==> config.mk <==
export PLATFORM = sky130hd
export DESIGN_NAME = block_emitter_flat
export DESIGN_NICKNAME = d
export VERILOG_FILES = /design/src/rtl/block_emitter_if.sv /design/src/rtl/block_emitter.sv /design/src/flat_wrapper.sv
export SDC_FILE = /design/constraint.sdc
export NUM_CORES = 1
export LEC_CHECK = 0
export CAP_MARGIN = 10
export CORE_MARGIN = 2
export CORE_UTILIZATION = 42
export DETAILED_ROUTE_END_ITERATION = 12
export PLACE_DENSITY = 0.76
export SKIP_CTS_REPAIR_TIMING = 1
export SYNTH_ARGS = -nofsm -noshare
export SYNTH_HDL_FRONTEND = slang
export SYNTH_SLANG_ARGS = --single-unit
==> constraint.sdc <==
create_clock -name clk -period 2.46 [get_ports clk]
set_input_delay 0.492 -clock clk [delete_from_list [all_inputs] [get_ports clk]]
set_output_delay 0.492 -clock clk [all_outputs]
set_load 0.01 [all_outputs]
==> src/rtl/block_emitter_if.sv <==
// block_emitter_if: command port, character stream and nesting status of block_emitter
interface block_emitter_if #(parameter int DEPTH_W = 4);
  logic               cmd_valid;
  logic               cmd_end;
  logic               cmd_ready;
  logic               out_valid;
  logic               out_ready;
  logic [7:0]         out_char;
  logic [DEPTH_W-1:0] depth;
  logic               balanced;
  logic               err_underflow;
  logic               err_overflow;
  modport master (
    output cmd_valid, cmd_end, out_ready,
    input  cmd_ready, out_valid, out_char, depth, balanced, err_underflow, err_overflow
  );
  modport slave (
    input  cmd_valid, cmd_end, out_ready,
    output cmd_ready, out_valid, out_char, depth, balanced, err_underflow, err_overflow
  );
endinterface

==> src/rtl/block_emitter.sv <==
// block_emitter: serialises begin/end tokens as "begin "/"end ", one character per transfer, tracking depth.
// BLOCK_EMITTER_GUARD_EN: drop underflowing/overflowing commands instead of emitting them.
module block_emitter #(
  parameter int MAX_DEPTH = 15,
  parameter int DEPTH_W   = 4
) (
  input logic           clk,
  input logic           reset,
  block_emitter_if.slave bus
);
  typedef enum logic [1:0] {IDLE, WORD, SEP} state_t;
  state_t             state_q;
  logic               end_q;
  logic [2:0]         idx_q;
  logic               out_valid_q;
  logic [7:0]         out_char_q;
  logic [DEPTH_W-1:0] depth_q;
  logic               uf_q;
  logic               of_q;
  logic               accept;
  logic               illegal;
  logic               drop;
  logic               last;
  logic [2:0]         idx_d;
  logic [DEPTH_W-1:0] depth_d;
  function automatic logic [7:0] kw(input logic e, input logic [2:0] i);
    kw = e ? (i == 3'd0 ? "e" : i == 3'd1 ? "n" : "d")
           : (i == 3'd0 ? "b" : i == 3'd1 ? "e" : i == 3'd2 ? "g" : i == 3'd3 ? "i" : "n");
  endfunction
  assign accept  = bus.cmd_valid && state_q == IDLE;
  assign illegal = bus.cmd_end ? depth_q == '0 : depth_q == DEPTH_W'(MAX_DEPTH);
`ifdef BLOCK_EMITTER_GUARD_EN
  assign drop = illegal;
`else
  assign drop = 1'b0;
`endif
  assign idx_d   = idx_q + 3'd1;
  assign last    = idx_q == (end_q ? 3'd2 : 3'd4);
  // depth clamps at both ends; the matching sticky flag records the attempt
  assign depth_d = illegal ? depth_q : bus.cmd_end ? depth_q - DEPTH_W'(1) : depth_q + DEPTH_W'(1);
  always_ff @(posedge clk) begin
    if (!reset) begin
      state_q     <= IDLE;
      end_q       <= 1'b0;
      idx_q       <= 3'd0;
      out_valid_q <= 1'b0;
      out_char_q  <= 8'h00;
      depth_q     <= '0;
      uf_q        <= 1'b0;
      of_q        <= 1'b0;
    end else begin
      case (state_q)
        IDLE: if (accept) begin
          depth_q <= depth_d;
          uf_q    <= uf_q | (illegal & bus.cmd_end);
          of_q    <= of_q | (illegal & ~bus.cmd_end);
          if (!drop) begin
            state_q     <= WORD;
            end_q       <= bus.cmd_end;
            idx_q       <= 3'd0;
            out_valid_q <= 1'b1;
            out_char_q  <= kw(bus.cmd_end, 3'd0);
          end
        end
        WORD: if (bus.out_ready) begin
          idx_q      <= idx_d;
          state_q    <= last ? SEP : WORD;
          out_char_q <= last ? 8'h20 : kw(end_q, idx_d);
        end
        SEP: if (bus.out_ready) begin
          state_q     <= IDLE;
          out_valid_q <= 1'b0;
          out_char_q  <= 8'h00;
        end
        default: state_q <= IDLE;
      endcase
    end
  end
  assign bus.cmd_ready     = state_q == IDLE;
  assign bus.out_valid     = out_valid_q;
  assign bus.out_char      = out_char_q;
  assign bus.depth         = depth_q;
  assign bus.balanced      = depth_q == '0 && !uf_q;
  assign bus.err_underflow = uf_q;
  assign bus.err_overflow  = of_q;
endmodule

==> src/flat_wrapper.sv <==
// flat-port wrapper written by rule: the top's interface ports become plain ports
module block_emitter_flat 
#(
  parameter int MAX_DEPTH = 15,
  parameter int DEPTH_W   = 4
)
  (clk, reset, bus_cmd_valid, bus_cmd_end, bus_out_ready, bus_cmd_ready, bus_out_valid, bus_out_char, bus_depth, bus_balanced, bus_err_underflow, bus_err_overflow);
  block_emitter_if #(.DEPTH_W(DEPTH_W)) bus_i ();
  input logic clk;
  input logic reset;
  input wire logic [$bits(bus_i.cmd_valid)-1:0] bus_cmd_valid;
  input wire logic [$bits(bus_i.cmd_end)-1:0] bus_cmd_end;
  input wire logic [$bits(bus_i.out_ready)-1:0] bus_out_ready;
  output wire logic [$bits(bus_i.cmd_ready)-1:0] bus_cmd_ready;
  output wire logic [$bits(bus_i.out_valid)-1:0] bus_out_valid;
  output wire logic [$bits(bus_i.out_char)-1:0] bus_out_char;
  output wire logic [$bits(bus_i.depth)-1:0] bus_depth;
  output wire logic [$bits(bus_i.balanced)-1:0] bus_balanced;
  output wire logic [$bits(bus_i.err_underflow)-1:0] bus_err_underflow;
  output wire logic [$bits(bus_i.err_overflow)-1:0] bus_err_overflow;
  assign bus_i.cmd_valid = bus_cmd_valid;
  assign bus_i.cmd_end = bus_cmd_end;
  assign bus_i.out_ready = bus_out_ready;
  assign bus_cmd_ready = bus_i.cmd_ready;
  assign bus_out_valid = bus_i.out_valid;
  assign bus_out_char = bus_i.out_char;
  assign bus_depth = bus_i.depth;
  assign bus_balanced = bus_i.balanced;
  assign bus_err_underflow = bus_i.err_underflow;
  assign bus_err_overflow = bus_i.err_overflow;
  block_emitter #(.MAX_DEPTH(MAX_DEPTH), .DEPTH_W(DEPTH_W)) u_core (.clk(clk), .reset(reset), .bus(bus_i));
endmodule
==> flow_summary_export.csv <==
group,metric,value,unit
status,status,"complete, no violations",
timing,drv_slew,0,
critical_path,cp-start-kind,"register",
layout,layout_common_cells,"clkdlybuf4s50_1, dfxtp_1, nor2_1, ha_1, a21oi_1",
critical_path,crit_family,"buffers and inverters",
layout,layout-drive-gt1-share,7.50,%
critical_path,slowest_delay,610,ps
synth,synthDistinctLibCells,42,
critical_path,cp_num_buf_inv,2,
worst_hold_path,min_path_type,"register to register",
clock_network,cts_buffers,3,
synth,synth_area_leader_cell,"dfxtp_1",
placed_design,dp_cells,187,
grt,antenna_found_initial,0,
clock_network,clk_latency,290,ps
floorplan,start_util,43.3,%
pwr,power_density,556,nW/um2
clock_network,cts.clk_slew.worst_paths,110,ps
timing,hold_violations,0,
grt,grt_pass1_wl,4330,um
placed_design,post-dp-hpwl,1920,um
synth,synthTopCellsByArea,"dfxtp_1, ha_1, nor2_1",
synth,synth-seq-area-share,32.4,%
synth,synthesis.area,1170,um2
layout,fin_area,1430,um2
synth,async_flop_share,0,%
floorplan,std_cell_rows,19,
synth,syn_area_per_cell,8.50,um2
routing,dr.pass1.iters,4,
clock_network,htreeDepth,1,
grt,grt_max_degree,13,
layout,n_antenna_cell,0,
grt,grt_pass1_vias,988,
critical_path,critPathRequiredTime,1970,ps
clock_network,cts_buffer_depth,2,
pwr,ir_drop,303,uV
synth,synth-edff-count,0,
critical_path,critPathMaxFanout,8,
timing,fmax,0.458,GHz
timing,tightest_slew,584,ps
layout,final_cells,191,
timing,finalCriticalPeriod,2180,ps
layout,nets,178,
critical_path,slowest_stage,"clkdlybuf4s50_1",
routing,wl_per_cell,12.8,um
placed_design,dpl_cell_area,1400,um2
routing,viasPerCell,5.59,
floorplan,io_pins,22,
job,max_cap_violations,0,
timing,slew-limit-headroom,61.0,%
layout,syn2layout_area_growth,22.0,%
floorplan,die_area,3230,um2
grt,grt_use_total,16.8,%
synth,yosys.area.top_type_share,32.4,%
clock_network,cts-root-buf,"clkbuf_4",
clock_network,clock_sinks,19,
critical_path,crit_chain,"inv_1, ha_1, clkdlybuf4s50_1",
timing,final-setup-viol-count,0,
timing,finalSetupTns,0,ps
critical_path,crit_path_end_kind,"output pin",
synth,synthFlopType,"dfxtp_1",
grt,gr-total-overflow,0,
pwr,leakage,0.595,nW
synth,yosys_warnings,0,
floorplan,die_w,56.9,um
synth,ys_ff_latch,19,
critical_path,worstPathArrival,1690,ps
routing,drtIter0Drc,28,
routing,route.vias.total,1068,
floorplan,die_h,56.9,um
placed_design,place_congestion,0.862,
timing,period_share,88.8,%
clock_network,cts_tree,"yes",
floorplan,core,2710,um2
critical_path,crit_type,"register to output pin",
routing,wl,2450,um
routing,drc,0,
synth,syn-instance-count,138,
timing,rsz0062_at_grt,"false",
placed_design,portBuffers,19,
timing,skew,3.25,ps
routing,ant_nets,0,
path summary, 6_finish.rpt:
| kind | cells past startpoint | end | start | slack [ps] |
|---|---|---|---|---|
| worst min register to register | 1 | u_core.bus.err_overflow | u_core.bus.err_overflow | 480 |
| worst max register to register | 6 | u_core.bus.out_char[1] | u_core.state_q[0] | 600 |
| worst max-delay path | 3 | bus_cmd_ready | u_core.state_q[0] | 280 |
| worst min-delay path | 1 | u_core.bus.err_overflow | u_core.bus.err_overflow | 480 |
metrics by stage:
| step | setup slack [ps] | hold slack [ps] | power [mW] | util, % |
|---|---|---|---|---|
| floorplan | 810 | 469 | 0.537 | - |
| global placement | 292 | 448 | 0.634 | 51.7 |
| global route | 159 | 508 | 0.856 | 52.8 |
| CTS | 53.2 | 481 | 0.801 | 52.7 |
| detailed placement | 230 | 454 | 0.644 | 51.7 |
| finish | 276 | 476 | 0.795 | 52.8 |
cell type report:
type | count | area, um2
Tap cell | 31 | 38.8
Inverter | 8 | 30.0
Timing Repair Buffer | 22 | 215
Clock buffer | 4 | 26.3
Fill cell | 270 | 1280
Sequential cell | 19 | 382
Multi-Input combinational cell | 107 | 739
routing by layer:
metal / part of all wire [%] / global-route usage [%]
met5: 0 / 0
met4: 0.86 / 4.98
met3: 3.4 / 3.00
met2: 49 / 28.2
met1: 47 / 22.0
sequential cells by signal, summed over array words and instances, names as in the netlist:
register	flops
u_core.bus.depth	4
u_core.bus.err_overflow	1
u_core.bus.err_underflow	1
u_core.bus.out_char	6
u_core.bus.out_valid	1
u_core.end_q	1
u_core.idx_q	3
u_core.state_q	2
worst register-to-register path: cells and delay by family, from the launching register on:
kind,cells,cell delay (ps)
AO/OA/AOI/OAI,1,90
adder cells (fa/ha/maj),1,310
buffers and inverters,1,90
flip-flops,1,370
multiplexers,1,230
AND/OR/NAND/NOR,2,650
power by group:
group	switching [mW]	leakage (nW)	total, mW	internal (mW)
combinational	0.135	0.423	0.270	0.135
clock	0.0971	0.0150	0.160	0.0630
sequential	0.0284	0.156	0.365	0.337
total	0.261	0.595	0.795	0.535
kinds of logic (layout without fill, tap and decap cells):
group                    count (synthesis)  count (layout)  synth area share, %
AO/OA/AOI/OAI                           36              36                 20.9
XOR/XNOR                                 3               3                 2.24
adder cells (fa/ha/maj)                 12              12                 13.4
buffers and inverters                   13              34                 4.90
flip-flops                              19              19                 32.4
multiplexers                             2               2                 1.71
other                                    1               2                0.320
AND/OR/NAND/NOR                         52              52                 24.1
Yosys cell counts (2+ instances only):
cell and instances:
nor2_1 15, xor2_1 3, and3_1 2, nor2b_1 3, ha_1 11, clkbuf_1 2
nand2b_1 4, dfxtp_1 19, nand4_1 2, buf_4 2, a311oi_1 2, a21oi_1 9
o21bai_1 2, mux2i_1 2, o21ai_0 6, o21a_1 3, nand3_1 5, nand2_1 7
a211oi_1 3, o211ai_1 4, o22ai_1 2, nor3_1 3, inv_1 8
Power figures use the tool's default switching activity.
